**src/rtl/axis_coincidence_reader.sv**
```systemverilog
// Multi-plane coincidence detector: delays strip hits, ORs them over a window,
// emits {timestamp, pattern} on AXI4-Stream. Optional macro: AXIS_COINC_EDGE_MASK_EN.
module axis_coincidence_reader #(
  parameter int PLANES       = 4,
  parameter int PLANE_WIDTH  = 16,
  parameter int DELAY        = 5,
  parameter int WINDOW_WIDTH = 8
) (
  input  logic                                aclk,
  input  logic                                aresetn,
  input  logic [PLANES*PLANE_WIDTH-1:0]       det_data,
  input  logic [3:0]                          cfg_level,
  input  logic [WINDOW_WIDTH-1:0]             cfg_window,
  input  logic [PLANES-1:0]                   cfg_plane_mask,
  input  logic                                m_axis_tready,
  output logic [64+PLANES*PLANE_WIDTH-1:0]    m_axis_tdata,
  output logic                                m_axis_tvalid,
  output logic [31:0]                         sts_lost
);

  // state    | meaning
  // IDLE     | wait for first nonzero hit (trigger)
  // COLLECT  | OR further hits into the pattern until the window closes
  // OR       | reduce pattern to per-plane fired flags
  // SUM      | count fired planes
  // DECIDE   | compare count against cfg_level
  // SEND     | hold event word until downstream accepts it
  typedef enum logic [2:0] {
    ST_IDLE, ST_COLLECT, ST_OR, ST_SUM, ST_DECIDE, ST_SEND
  } state_t;

  localparam int DW = PLANES * PLANE_WIDTH;
  localparam int SW = $clog2(PLANES + 1);

  state_t                  r_state;
  state_t                  w_state_nxt;
  logic [DW-1:0]           r_pipe [DELAY];
  logic [DW-1:0]           w_keep;
  logic [DW-1:0]           w_hit;
  logic                    w_any_hit;
  logic [63:0]             r_time;
  logic [63:0]             r_ts;
  logic [DW-1:0]           r_acc;
  logic [WINDOW_WIDTH-1:0] r_remain;
  logic [PLANES-1:0]       w_flag;
  logic [PLANES-1:0]       r_flag;
  logic [SW-1:0]           w_sum;
  logic [SW-1:0]           r_sum;
  logic                    w_accept;
  logic [64+DW-1:0]        r_tdata;
  logic                    r_tvalid;
  logic [31:0]             r_lost;

  always_ff @(posedge aclk) begin
    if (!aresetn) begin
      for (int i = 0; i < DELAY; i++) r_pipe[i] <= '0;
    end else begin
      r_pipe[0] <= det_data;
      for (int i = 1; i < DELAY; i++) r_pipe[i] <= r_pipe[i-1];
    end
  end

  always_comb begin
    w_keep = '0;
    for (int p = 0; p < PLANES; p++) begin
      w_keep[p*PLANE_WIDTH +: PLANE_WIDTH] = {PLANE_WIDTH{cfg_plane_mask[p]}};
`ifdef AXIS_COINC_EDGE_MASK_EN
      w_keep[p*PLANE_WIDTH]                 = 1'b0;
      w_keep[p*PLANE_WIDTH + PLANE_WIDTH-1] = 1'b0;
`endif
    end
  end

  assign w_hit     = r_pipe[DELAY-1] & w_keep;
  assign w_any_hit = |w_hit;

  always_comb begin
    w_flag = '0;
    for (int p = 0; p < PLANES; p++) w_flag[p] = |r_acc[p*PLANE_WIDTH +: PLANE_WIDTH];
  end

  always_comb begin
    w_sum = '0;
    for (int p = 0; p < PLANES; p++) w_sum = w_sum + SW'(r_flag[p]);
  end

  assign w_accept = (5'(r_sum) >= 5'(cfg_level));

  always_ff @(posedge aclk) begin
    if (!aresetn) r_state <= ST_IDLE;
    else          r_state <= w_state_nxt;
  end

  always_comb begin
    w_state_nxt = r_state;
    case (r_state)
      ST_IDLE:    if (w_any_hit) w_state_nxt = (cfg_window == '0) ? ST_OR : ST_COLLECT;
      ST_COLLECT: if (r_remain == WINDOW_WIDTH'(1)) w_state_nxt = ST_OR;
      ST_OR:      w_state_nxt = ST_SUM;
      ST_SUM:     w_state_nxt = ST_DECIDE;
      ST_DECIDE:  w_state_nxt = w_accept ? ST_SEND : ST_IDLE;
      ST_SEND:    if (m_axis_tready) w_state_nxt = ST_IDLE;
      default:    w_state_nxt = ST_IDLE;
    endcase
  end

  always_ff @(posedge aclk) begin
    if (!aresetn) begin
      r_time   <= '0;
      r_ts     <= '0;
      r_acc    <= '0;
      r_remain <= '0;
      r_flag   <= '0;
      r_sum    <= '0;
      r_tdata  <= '0;
      r_tvalid <= 1'b0;
      r_lost   <= '0;
    end else begin
      r_time <= r_time + 64'd1;
      case (r_state)
        ST_IDLE: begin
          if (w_any_hit) begin
            r_ts     <= r_time;
            r_acc    <= w_hit;
            r_remain <= cfg_window;
          end
        end
        // remaining window cycles count down; the window closes at terminal count 1
        ST_COLLECT: begin
          r_acc    <= r_acc | w_hit;
          r_remain <= r_remain - WINDOW_WIDTH'(1);
        end
        ST_OR:  r_flag <= w_flag;
        ST_SUM: r_sum  <= w_sum;
        ST_DECIDE: begin
          if (w_accept) begin
            r_tvalid <= 1'b1;
            r_tdata  <= {r_ts, r_acc};
          end
        end
        ST_SEND: begin
          if (m_axis_tready) r_tvalid <= 1'b0;
          else if (w_any_hit && (r_lost != 32'hFFFF_FFFF)) r_lost <= r_lost + 32'd1;
        end
        default: ;
      endcase
    end
  end

  assign m_axis_tdata  = r_tdata;
  assign m_axis_tvalid = r_tvalid;
  assign sts_lost      = r_lost;

endmodule
```
**config.mk**
```make
export PLATFORM = sky130hd
export DESIGN_NAME = axis_coincidence_reader
export DESIGN_NICKNAME = d
export VERILOG_FILES = /design/src/rtl/axis_coincidence_reader.sv
export SDC_FILE = /design/constraint.sdc
export NUM_CORES = 1
export LEC_CHECK = 0
export ABC_AREA = 1
export BUFFER_PORTS_ARGS = -buffer_cell sky130_fd_sc_hd__buf_2
export CORE_MARGIN = 10
export CORE_UTILIZATION = 50
export DETAILED_ROUTE_END_ITERATION = 8
export PLACE_DENSITY = 0.69
export SETUP_SLACK_MARGIN = 0.5
export SLEW_MARGIN = 20
export SYNTH_ARGS = -nofsm -noshare
export SYNTH_HDL_FRONTEND = slang
export SYNTH_SLANG_ARGS = --single-unit
```
**constraint.sdc**
```tcl
create_clock -name aclk -period 5 [get_ports aclk]
set_clock_uncertainty 0.1 [all_clocks]
set_input_delay 0.5 -clock aclk [delete_from_list [all_inputs] [get_ports aclk]]
set_output_delay 0.5 -clock aclk [all_outputs]
set_load 0.03 [all_outputs]
```
==> results.py, run 1 <==
metrics = {
    "critical_path": {
        "reg2regPathDepth": 10,
        "rrSetupSlack_ps": 1900,
        "critPathMaxFanout": 69,
        "cp-end-kind": "flop",
        "crit_arrival_ps": 3540,
        "crit_cells": 10,
        "crit_chain": "o21ai_0, nand2_1, nor2_2, nand2_1, nor2_2, nand2_4, nand2_8, buf_4, o21ai_0, nor2_1",
        "cp_slowest_cell": "buf_4",
        "path_buf_inv": 1,
        "r2r-start": "r_pipe[0][293]",
        "crit_start": "r_pipe[0][293]",
        "required_ps": 5440,
        "cpLargestDelayFamily": "simple AND/OR/NAND/NOR gates",
        "critical_path.startpoint_type": "flop",
        "worstSetupPathType": "reg -> reg",
        "r2r-end": "r_ts[5]",
        "critPathMaxStageDelay_ps": 830,
        "endpoint": "r_ts[5]",
    },
    "cells_and_area": {
        "final_core_util_pct": 59.4,
        "drive_gt1_share_pct": 14.7,
        "fin_area_mm2": 0.0306,
        "areaGrowthSynthToFinish_pct": 17.3,
        "nets": 3779,
        "instances_no_fill": 4422,
    },
    "clocking": {
        "cts_root_buf": "clkbuf_16",
        "cts_resized": 0,
        "cts_buffer_depth": 3,
        "tritoncts": "yes",
        "clk-insertion-delay-late_ps": 610,
        "cts_made_buffers": 72,
        "cts_sinks": 691,
        "cts.clk_slew.worst_paths_ps": 60,
        "htree_num_levels": 3,
    },
    "floorplan": {
        "die_w_um": 248,
        "io_pins": 244,
        "rows": 83,
        "design.die.area_mm2": 0.0617,
        "coreArea_mm2": 0.0515,
        "die_y_um": 248,
        "start_util_pct": 50.6,
    },
    "placed_design": {
        "place_congestion": 0.959,
        "place_area_mm2": 0.0275,
        "place_inst": 4228,
        "port_buffers": 243,
        "detailed_place_hpwl_um": 43400,
    },
    "power_and_ir_drop": {
        "intPower_mw": 9.30,
        "ir_worst_vdd_mv": 0.247,
        "switchingPower_mw": 3.14,
        "p_sw_share_pct": 25.2,
        "power_density_mw_per_mm2": 407,
        "seq_power_share_pct": 47.3,
        "leakagePower_nw": 15.1,
        "comb_power_share_pct": 9.3,
        "p_clk_share_pct": 43.4,
    },
    "timing": {
        "drv_slew": 0,
        "slew_headroom_pct": 27.1,
        "finalSetupViolations": 0,
        "grt_setup_unrepaired": "no",
        "holdWs_ps": 72.1,
        "fin_crit_ps": 3100,
        "worstMarginPinSlew_ps": 1090,
        "clock.fmax_ghz": 0.322,
        "fin_crit_sh_pct": 62.0,
        "final.setup.tns_ps": 0,
        "final_hold_viol_count": 0,
    },
    "drt": {
        "drc": 0,
        "drt_iter0_markers": 1280,
        "num_vias": 20700,
        "avgViaCountPerCell": 4.68,
        "finalWirelength_um": 62600,
        "wl_per_cell_um": 14.2,
        "first_pass_iters": 5,
        "ant_nets": 0,
    },
    "synthesis": {
        "synth.avg_cell_area_um2": 7.57,
        "synth_top_flop_cell": "dfxtp_1",
        "synth-seq-cells": 691,
        "ys_seq_area_share_pct": 53.1,
        "synth.distinct_cells": 47,
        "synth_nets": 3537,
        "synth_commonest_cells": "nand2_1, dfxtp_1, nor2_1",
        "synthArstFlopShare_pct": 0,
        "synth.most_common_cell": "nand2_1",
        "yosys.area.top_type": "dfxtp_1",
        "postSynthCellCount": 3444,
        "netlist.area_leader.share_pct": 53.1,
        "yosysWarnings": 0,
        "synth_area_mm2": 0.0261,
        "synth-edff-count": 0,
        "synth_top_cells_by_area": "dfxtp_1, nand2_1, nor2_1",
    },
    "min_path": {
        "hp-class": "in -> reg",
    },
    "flow_run": {
        "max_cap_violations": 0,
    },
    "grt": {
        "overflow": 0,
        "grt_pass1_wl_um": 100000,
        "grt_use_total_pct": 19.9,
        "antenna_found_initial": 2,
        "grt_max_degree": 277,
        "grt_pass1_vias": 19400,
    },
    "status": {
        "status": "completed",
    },
}
==> what timing repair did <==
item	CTS	global route
hold buffers	64	0
setup buffers	0	0
endpoints found under the hold margin	64	0
==> metal layers <==
layer  vias to the layer above  part of all wire (%)  track usage, %
met3                       113                   4.8            3.82
met1                      9164                    44            24.9
met4                         0                   3.0            7.15
met5                         -                     0               0
li1                      11000                     -               -
met2                       419                    48            33.7
==> worst register-to-register path, stage by stage (launching register included) <==
cell and delay [ps]:
dfxtp_1 330, o21ai_0 240, nand2_1 100, nor2_2 100
nand2_1 60, nor2_2 140, nand2_4 280, nand2_8 460
buf_4 840, o21ai_0 240, nor2_1 150
==> power by group through the flow <==
stage	Sequential [mW]	Combinational [mW]	Clock, mW
after floorplan	5.98	0.976	0
after global placement	6.00	1.11	0
after detailed placement	6.01	1.12	0
after CTS	5.89	1.16	5.52
after global routing	5.92	1.32	5.74
final	5.89	1.16	5.40
==> how the worst min path moves through the flow <==
stage / cells after the start / to / slack, ps / start
5_1_grt: 3 / r_remain[3] / 60 / cfg_window[3]
3_5_place_dp: 2 / r_pipe[0][185] / 300 / r_pipe[0][121]
6_report: 3 / r_remain[3] / 70 / cfg_window[3]
2_1_floorplan: 2 / r_pipe[0][100] / 290 / r_pipe[0][36]
4_1_cts: 3 / r_remain[3] / 40 / cfg_window[3]
3_3_place_gp: 2 / r_pipe[0][174] / 290 / r_pipe[0][110]
==> stage by stage <==
| stage | worst slack [ps] | power [mW] |
|---|---|---|
| after global placement | 1430 | 7.11 |
| after CTS | 1850 | 12.6 |
| after global routing | 1530 | 13.0 |
| final | 1900 | 12.4 |
| after floorplan | 2810 | 6.96 |
| after detailed placement | 1380 | 7.13 |
==> state kept, by name, summed over array words and instances (netlist names) <==
signal and cells:
sts_lost 32, r_ts 64, r_remain 8, m_axis_tvalid 1, r_acc 64, m_axis_tdata 128, r_sum 3, r_time 64
r_flag 4, r_state 3, r_pipe 320
==> cell type report <==
type | count | area (µm²)
Antenna cell | 1 | 2.50
Multi-Input combinational cell | 2075 | 9480
Fill cell | 4776 | 20900
Clock inverter | 27 | 344
Tap cell | 680 | 851
Clock buffer | 102 | 2090
Sequential cell | 691 | 13800
Timing Repair Buffer | 321 | 2000
Inverter | 525 | 1980
==> cell families after synthesis <==
logic type / after synthesis / synth area share [%]
compound gates: 400 / 8.65
buf+inv: 678 / 10.6
xor+xnor: 24 / 0.806
fa+ha+maj: 10 / 0.509
simple gates: 1641 / 26.3
flops: 691 / 53.1
==> placed cells by master, fill, tap and decap left out, types with 7 or more instances in the layout <==
cell type,instances
dfxtp_1,691
clkbuf_1,12
or2_2,11
ha_1,9
a21oi_1,97
nand2_1,789
xor2_1,17
clkinv_2,12
buf_4,12
nor3_1,37
nand2_2,75
clkbuf_16,72
nor4_1,17
dlygate4sd3_1,64
nand4_1,62
nor2_2,9
xnor2_1,7
inv_2,8
nand3b_1,15
o21ai_0,228
clkbuf_8,18
nor2_1,559
inv_1,514
a21oi_2,60
buf_2,242
nand3_1,46
Note: power is estimated with default switching activity, not from simulation.
==> run 2: changes to the inputs <==
clock period = 2.9 ns   (was 5 ns; I/O delays follow)
==> results.py, run 2 (synthesis results as in run 1) <==
metrics = {
    "status": {
        "status": "completed",
    },
    "cells_and_area": {
        "top_register": "r_pipe",
        "final_common_cell": "nand2_1",
        "areaGrowthSynthToFinish_pct": 19.2,
        "area.sequential_mm2": 0.0138,
        "largest_reg_flops": 320,
        "fillCellCount": 4725,
        "drive_gt1_share_pct": 15.5,
        "nets": 3811,
        "multi_input_area_mm2": 0.00953,
        "mostFrequentLayoutCells": "nand2_1, dfxtp_1, nor2_1",
        "fin_area_mm2": 0.0311,
    },
    "critical_path": {
        "crit_start": "r_time[22]",
        "reg2regPathDepth": 7,
        "critical_path.startpoint_type": "flop",
        "r2r-start": "r_time[22]",
        "r2r-end": "r_time[56]",
        "critPathMaxFanout": 3,
        "worstSetupPathType": "reg -> reg",
        "cp_slowest_cell": "dfxtp_1",
        "crit_arrival_ps": 2700,
        "crit_chain": "nand2_1, nor3_1, nand2_1, nor3_1, nand3_1, or2_2, a21oi_1",
        "critPathMaxStageDelay_ps": 430,
        "cp-end-kind": "flop",
        "rrSetupSlack_ps": 640,
        "required_ps": 3340,
    },
    "floorplan": {
        "start_util_pct": 50.6,
        "die_y_um": 248,
        "rows": 83,
        "design.die.area_mm2": 0.0617,
        "die_w_um": 248,
        "io_pins": 244,
        "coreArea_mm2": 0.0515,
    },
    "drt": {
        "ant_nets": 0,
        "wl_per_cell_um": 14.1,
        "drt_iter0_markers": 1237,
        "drc": 0,
        "first_pass_iters": 5,
        "finalWirelength_um": 63000,
        "avgViaCountPerCell": 4.66,
        "num_vias": 20800,
    },
    "min_path": {
        "hp-class": "in -> reg",
        "hold_end": "r_remain[0]",
        "worstHoldStart": "cfg_window[0]",
        "holdPathStages": 5,
    },
    "grt": {
        "grt_pass1_wl_um": 100000,
        "grt_pass1_vias": 19300,
        "grt_use_total_pct": 19.9,
        "antenna_found_initial": 2,
        "overflow": 0,
        "grt_max_degree": 118,
    },
    "timing": {
        "grt_setup_unrepaired": "no",
        "finalSetupViolations": 0,
        "final.setup.tns_ps": 0,
        "fin_crit_ps": 2260,
        "clock.fmax_ghz": 0.442,
        "slew_headroom_pct": 52.7,
        "holdWs_ps": 57.5,
        "worstMarginPinSlew_ps": 704,
        "fin_crit_sh_pct": 78.0,
        "setup_ws_ps": 638,
        "final_hold_viol_count": 0,
        "drv_slew": 0,
    },
    "clocking": {
        "cts.clk_slew.worst_paths_ps": 60,
        "cts_buffer_depth": 3,
        "cts_made_buffers": 72,
        "tritoncts": "yes",
        "cts_root_buf": "clkbuf_16",
        "htree_num_levels": 3,
        "clk-insertion-delay-late_ps": 610,
        "cts_sinks": 691,
    },
    "placed_design": {
        "place_congestion": 0.975,
        "place_ws_ps": 480,
        "detailed_place_hpwl_um": 44100,
        "place_area_mm2": 0.0278,
        "port_buffers": 243,
    },
    "power_and_ir_drop": {
        "leakagePower_nw": 15.3,
        "power_density_mw_per_mm2": 698,
        "ir_worst_vdd_mv": 0.488,
    },
    "flow_run": {
        "max_cap_violations": 0,
    },
}
[run 2: cell count changes in the layout (fill, tap and decap cells not counted), moves of 5 or more]
cell and delta:
buf_4 +9, dlygate4sd3_1 +9, buf_12 +13, clkbuf_8 -8, clkinvlp_4 +5
[run 2: per-stage QoR]
stage | utilization [%] | power, mW | instances
after floorplan | - | 12.0 | 3444
after global placement | 54.0 | 12.4 | 4248
after detailed placement | 54.0 | 12.4 | 4248
after CTS | 60.2 | 21.9 | 4454
after global routing | 60.3 | 22.6 | 4458
final | 60.3 | 21.7 | 4459
[run 2: how the worst max path moves through the flow]
stage / to / slack [ps] / depth (start not counted)
2_1_floorplan: sts_lost[28] / 710 / 10
3_3_place_gp: r_ts[42] / 500 / 12
3_5_place_dp: r_ts[39] / 480 / 12
4_1_cts: m_axis_tdata[54] / 520 / 10
5_1_grt: r_time[59] / 520 / 11
6_report: r_time[56] / 640 / 7
[run 2: power by group]
part / switching (mW) / total, mW / internal (mW)
combinational: 1.42 / 2.15 / 0.732
sequential: 0.213 / 10.2 / 9.94
clock: 3.84 / 9.38 / 5.54
total: 5.47 / 21.7 / 16.2
[run 2: routing by layer]
layer	up-vias	GRT usage [%]	part of all wire, %
met5	-	0	0
met4	0	7.91	3.3
met3	109	3.29	5.5
met2	445	33.1	47
met1	9181	25.5	44
li1	11100	-	-
[run 2: critical path, delay by kind of cell (launching register included)]
kind / cells / cell delay (ps)
and+or+nand+nor: 6 / 1560
AOI/OAI and AO/OA: 1 / 110
DFF: 1 / 430
[run 2: final cells by class]
| class | instances | area share [%] |
|---|---|---|
| clock inverter | 38 | 1.36 |
| timing repair buffer | 352 | 7.77 |
| tap | 680 | 2.74 |
| sequential | 691 | 44.5 |
| multi-input combinational | 2076 | 30.7 |
| antenna | 2 | 0.0161 |
| clock buffer | 95 | 6.53 |
| inverter | 525 | 6.40 |
[run 2: repair_timing]
item	CTS	global route
endpoints found under the hold margin	74	0
endpoints found under the setup margin	0	168
hold buffers	73	0
resized for setup	0	17
buffers inserted	0	2
